### config.mk
export PLATFORM = sky130hd
export DESIGN_NAME = inst_memory_access
export DESIGN_NICKNAME = d
export VERILOG_FILES = /design/src/rtl/inst_memory_access_pkg.sv /design/src/rtl/inst_memory_access_mem_wait_timer.sv /design/src/rtl/inst_memory_access.sv
export SDC_FILE = /design/constraint.sdc
export NUM_CORES = 1
export LEC_CHECK = 0
export CAP_MARGIN = 30
export CORE_MARGIN = 2
export CORE_UTILIZATION = 41
export DETAILED_ROUTE_END_ITERATION = 12
export PLACE_DENSITY = 0.77
export SLEW_MARGIN = 5
export SYNTH_ARGS = -nofsm -noshare
export SYNTH_HDL_FRONTEND = slang
export SYNTH_SLANG_ARGS = --single-unit
### constraint.sdc
create_clock -name clk -period 1.9 [get_ports clk]
set_clock_uncertainty 0.1 [all_clocks]
set_input_delay 0.38 -clock clk [delete_from_list [all_inputs] [get_ports clk]]
set_output_delay 0.38 -clock clk [all_outputs]
set_load 0.01 [all_outputs]
### src/rtl/inst_memory_access_pkg.sv
// Shared MEM-stage definitions: FSM encodings, opcodes and register constants.
package inst_memory_access_pkg;

    typedef enum logic [1:0] {
        MEM_IDLE = 2'd0,
        MEM_BUSY = 2'd1,
        MEM_DONE = 2'd2
    } mem_state_e;

    localparam logic [5:0] OP_LW    = 6'h23;
    localparam logic [5:0] OP_SW    = 6'h2b;
    localparam logic [4:0] REG_ZERO = 5'd0;

    // A flushed bubble (all-zero word) never writes back.
    function automatic logic [4:0] wb_dest(input logic [31:0] inst, input logic [4:0] rd);
        return (inst == 32'd0) ? REG_ZERO : rd;
    endfunction

endpackage

### src/rtl/inst_memory_access_mem_wait_timer.sv
// Saturating count of un-acked bus cycles; flags when the next miss is the last allowed.
module mem_wait_timer #(
    parameter int MAX_WAIT = 15
) (
    input  logic clk,
    input  logic rst_n,
    input  logic clear,
    input  logic inc,
    output logic expired
);

    localparam logic [7:0] LAST = 8'(MAX_WAIT - 1);

    logic [7:0] count;

    always_ff @(posedge clk or negedge rst_n) begin
        if (!rst_n) begin
            count <= '0;
        end else if (clear) begin
            count <= '0;
        end else if (inc && (count != 8'hff)) begin
            count <= count + 8'd1;
        end
    end

    assign expired = (count >= LAST);

endmodule

### src/rtl/inst_memory_access.sv
// MEM stage: pass-through of ALU results and a stalling req/ack data-memory access for lw/sw.
//   state    | meaning
//   MEM_IDLE | accept next instruction; mem ops latch operands and raise the request
//   MEM_BUSY | request held on the bus until ack or timeout, upstream stalled
//   MEM_DONE | result presented to WB, upstream released
module inst_memory_access
    import inst_memory_access_pkg::*;
#(
    parameter int MAX_WAIT = 15,
    parameter int ADDR_W   = 30
) (
    input  logic              clk,
    input  logic              rst_n,
    input  logic [ADDR_W-1:0] pc_in,
    input  logic [31:0]       inst_in,
    input  logic              load_in,
    input  logic              store_in,
    input  logic [ADDR_W-1:0] addr_in,
    input  logic [4:0]        rd_in,
    input  logic [31:0]       rd_val_in,
    output logic              stall,
    output logic              dmem_req,
    output logic              dmem_we,
    output logic [ADDR_W-1:0] dmem_addr,
    output logic [31:0]       dmem_wdata,
    input  logic              dmem_ack,
    input  logic [31:0]       dmem_rdata,
    output logic [4:0]        mem_rd,
    output logic [31:0]       mem_rd_val,
    output logic [ADDR_W-1:0] pc_out,
    output logic [31:0]       inst_out,
    output logic [4:0]        wb_rd,
    output logic [31:0]       wb_val,
    output logic              bus_err
);

    mem_state_e        state, state_nxt;
    logic              start, ack_hit, timeout, expired;
    logic [ADDR_W-1:0] pc_q;
    logic [31:0]       inst_q;
    logic [4:0]        rd_q;
    logic              is_load_q;

    mem_wait_timer #(.MAX_WAIT(MAX_WAIT)) u_wait_timer (
        .clk     (clk),
        .rst_n   (rst_n),
        .clear   (state != MEM_BUSY),
        .inc     ((state == MEM_BUSY) && !dmem_ack),
        .expired (expired)
    );

    always_ff @(posedge clk or negedge rst_n) begin
        if (!rst_n) begin
            state <= MEM_IDLE;
        end else begin
            state <= state_nxt;
        end
    end

    always_comb begin
        state_nxt = state;
        case (state)
            MEM_IDLE: if (start) state_nxt = MEM_BUSY;
            MEM_BUSY: if (ack_hit || timeout) state_nxt = MEM_DONE;
            MEM_DONE: state_nxt = MEM_IDLE;
            default:  state_nxt = MEM_IDLE;
        endcase
    end

    // Stall is gated by reset so a held load_in cannot freeze upstream while in reset.
    always_comb begin
        start      = (state == MEM_IDLE) && (load_in || store_in);
        ack_hit    = (state == MEM_BUSY) && dmem_ack;
        timeout    = (state == MEM_BUSY) && !dmem_ack && expired;
        stall      = rst_n && (start || (state == MEM_BUSY));
        mem_rd     = (state == MEM_BUSY) ? REG_ZERO : wb_rd;
        mem_rd_val = ((state == MEM_BUSY) || (wb_rd == REG_ZERO)) ? 32'd0 : wb_val;
    end

    always_ff @(posedge clk or negedge rst_n) begin
        if (!rst_n) begin
            pc_q       <= '0;
            inst_q     <= '0;
            rd_q       <= REG_ZERO;
            is_load_q  <= 1'b0;
            dmem_req   <= 1'b0;
            dmem_we    <= 1'b0;
            dmem_addr  <= '0;
            dmem_wdata <= '0;
            pc_out     <= '0;
            inst_out   <= '0;
            wb_rd      <= REG_ZERO;
            wb_val     <= '0;
            bus_err    <= 1'b0;
        end else begin
            case (state)
                MEM_IDLE: begin
                    if (start) begin
                        pc_q       <= pc_in;
                        inst_q     <= inst_in;
                        rd_q       <= rd_in;
                        is_load_q  <= load_in && !store_in;
                        dmem_req   <= 1'b1;
                        dmem_we    <= store_in;
                        dmem_addr  <= addr_in;
                        dmem_wdata <= rd_val_in;
                    end else begin
                        pc_out   <= pc_in;
                        inst_out <= inst_in;
                        wb_rd    <= wb_dest(inst_in, rd_in);
                        wb_val   <= (wb_dest(inst_in, rd_in) == REG_ZERO) ? 32'd0 : rd_val_in;
                    end
                end
                MEM_BUSY: begin
                    if (ack_hit || timeout) begin
                        dmem_req <= 1'b0;
                        dmem_we  <= 1'b0;
                        pc_out   <= pc_q;
                        inst_out <= inst_q;
                        // A timed-out load still retires, writing 0 so the register is defined.
                        if (is_load_q) begin
                            wb_rd  <= rd_q;
                            wb_val <= (ack_hit && (rd_q != REG_ZERO)) ? dmem_rdata : 32'd0;
                        end else begin
                            wb_rd  <= REG_ZERO;
                            wb_val <= 32'd0;
                        end
                        if (timeout) bus_err <= 1'b1;
                    end
                end
                default: ;
            endcase
        end
    end

endmodule

==> metrics.txt <==
status finished, violations left; violated checks setup timing; Worst path depth 6; CP max stage cell dfrtp_1; drt total wl 38.8 mm; Die Area 26800 um^2; Startpoint Class flop; Worst EP required 1.42 ns; sequential share of the synthesized area 57.8%; Synth cell types 39; vias in the first global route 10500; Final min period 2.32 ns; total gr overflow 0; Bufs and invs on worst path 3; fill count 1915; NumNets Final 1778; drt pass-1 iters 5; Root Buffer clkbuf_16; Max H-tree Level 1; worst r2r path cells 5; fin area 17100 um^2; Syn Nets 1331; cell family contributing the most delay on the critical path flip-flops; Worst path most repeated cell buf_6; first-pass GRT wire length 57.7 mm; initial core utilization 41.7%; # clock sinks 242; worst setup margin -0.416 ns; R2R Setup Slk -0.08 ns; Setup crit start wb_rd[1]; final setup fails 70; placer congestion estimate 0.843; Hold WC Path Type primary input to flop; die width 164 um; I/O pins 368; post-DP HPWL 24.8 mm; Worst Hold Launch inst_in[11]; commonest non-fill, non-tap cell in the layout nand2_1; Placement Setup Slack -0.809 ns; drt via density 5.29; combined area of the multi-input logic cells 4540 um^2; DRC viols 0; worst r2r dst wb_val[19]; antenna violations before repair 4; area post-placement 15300 um^2; Bufs on Longest Clock Path 3; dominant synthesized flop cell dfrtp_1; critical path arrival 1.84 ns; ys async rst share 100%; CTS clock-pin slew for the worst setup and hold paths 0.06 ns; worst-margin pin slew 0.682 ns; CTS buffer count 27; die height 164 um; clock latency on the worst-skew pair 0.53 ns; area taken by flip-flops and latches 6060 um^2; worst r2r src rd_q[2]; CP Capture Type output port; Power Density 1800 nW/um^2; Crit Path Class flop to output port; Slew Limit Fails 0; #FFs+latches synth 242; CP cell instances nor3_4 -> a21oi_4 -> buf_6 -> buf_16 -> and2_4 -> buf_6; CP Capture Point mem_rd_val[15]; Layout area overhead 63.4%; port buffer count 367; max-cap violation count 0; # rows 58; Warnings, synthesis 0; RSZ-0062 raised after global routing true; largest net degree at the start of global routing 128; commonest cells after routing, fill and taps aside nand2_1, dfrtp_1, dlygate4sd2_1; 1st-iter DRT viols 690; Pleak 8.35 nW; Synth Cell Area 10500 um^2; CTS tree built; maximum vdd drop 1.06 mV; cell count after synthesis 1163; layout cell share with drive strength beyond 1 21.2%; ANT nets after route 0; CP max stage delay 0.40 ns; number of enable flip-flop cells after synthesis 0; via count 10400; mean post-synth cell area 9.01 um^2; Tcrit/Tclk final 122%; critical path peak fanout 6; post-DR wirelength/cell 19.7 um; GRT Util Overall 27.6%; Core Area 25100 um^2; final hold violations 0; max_slew headroom 54.5%; Max Clock Freq 432 MHz
-- through the flow --
step / utilization (%) / cells / TNS (ns) / total power [W] / hold WS, ns
3_3_place_gp: 60.9 / 1883 / -67.87 / 0.0235 / 0.342
3_5_place_dp: 60.9 / 1883 / -74.62 / 0.0239 / 0.343
5_1_grt: 68.2 / 1963 / -20.57 / 0.0326 / 0.0865
4_1_cts: 66.3 / 1952 / -18.85 / 0.0300 / 0.141
6_report: 68.2 / 1964 / -16.13 / 0.0308 / 0.0253
2_1_floorplan: - / 1163 / 0 / 0.0157 / -0.0156
-- state kept, by name, indices dropped and copies added, names as in the netlist, 2 cells and up --
name                cells
dmem_addr              30
dmem_wdata             32
inst_out               32
inst_q                 32
pc_out                 30
pc_q                   30
rd_q                    5
state                   2
u_wait_timer.count      8
wb_rd                   5
wb_val                 32
-- metal layers --
layer	up-vias	global-route usage [%]	share of wire, %
met2	489	49.2	51
li1	4768	-	-
met4	0	12.0	4.5
met3	113	7.32	8.4
met1	5029	31.2	36
met5	-	0	0
-- final cells by class --
cell class | instances | share of cell area [%]
flip-flops and latches | 242 | 35.4
clock inverters | 12 | 1.10
clock buffers | 36 | 4.50
multi-input cells | 836 | 26.5
repair buffers | 498 | 29.9
well taps | 330 | 2.41
diodes | 5 | 0.0731
inverters | 5 | 0.110
-- worst min-delay path, delay by kind of cell --
family        cells  cell delay [ns]
buf+inv           1             0.14
simple gates      2             0.11
-- cell usage after synthesis (2+ instances only) --
cell	n	area (um^2)
or3_1	2	12.5
o31ai_1	3	22.5
a31oi_2	10	125
a221o_1	32	320
nor2_1	10	37.5
a31oi_1	58	363
a21oi_1	72	360
o211ai_1	8	60.1
nand4_1	3	18.8
nor2b_1	6	37.5
nand2_1	523	1960
nor4_1	8	50.1
ha_1	2	25.0
dfrtp_1	242	6060
o21ai_1	2	10.0
clkbuf_1	65	244
and2_1	65	407
inv_1	5	18.8
nor3_1	6	30.0
nand3_1	6	30.0
buf_6	7	78.8
buf_1	6	22.5
buf_2	2	10.0
o21ai_0	5	25.0
-- how the worst min path moves through the flow --
stage	endpoint	slack [ns]	cells after the start
6_report	inst_q[11]	0.03	3
5_1_grt	inst_q[11]	0.09	3
4_1_cts	inst_q[16]	0.14	3
3_5_place_dp	bus_err	0.34	1
3_3_place_gp	bus_err	0.34	1
2_1_floorplan	bus_err	-0.02	0
-- timing repair --
action | in CTS | in global routing
cloned | 9 | 4
buffers inserted | 14 | 7
hold buffers | 1 | 0
endpoints found under the setup margin | 263 | 118
hold endpoints to repair | 242 | 0
pin swaps | 63 | 22
gates resized for setup | 437 | 91
-- where the power goes --
part,leakage (nW),switching (W),internal (W)
logic,4.95,0.00823,0.00768
registers,2.92,0.00158,0.00768
clock network,0.474,0.00216,0.00350
total,8.35,0.0120,0.0189
-- cells by family after synthesis --
family,after synthesis,share of synthesized area [%]
AOI/OAI and AO/OA,198,12.9
xor gates and xnor gates,1,0.0836
adders and majority gates,2,0.239
buffers and inverters,85,3.57
DFF,242,57.8
muxes,1,0.0956
and+or+nand+nor,634,25.2
(Power assumes the default switching activity.)
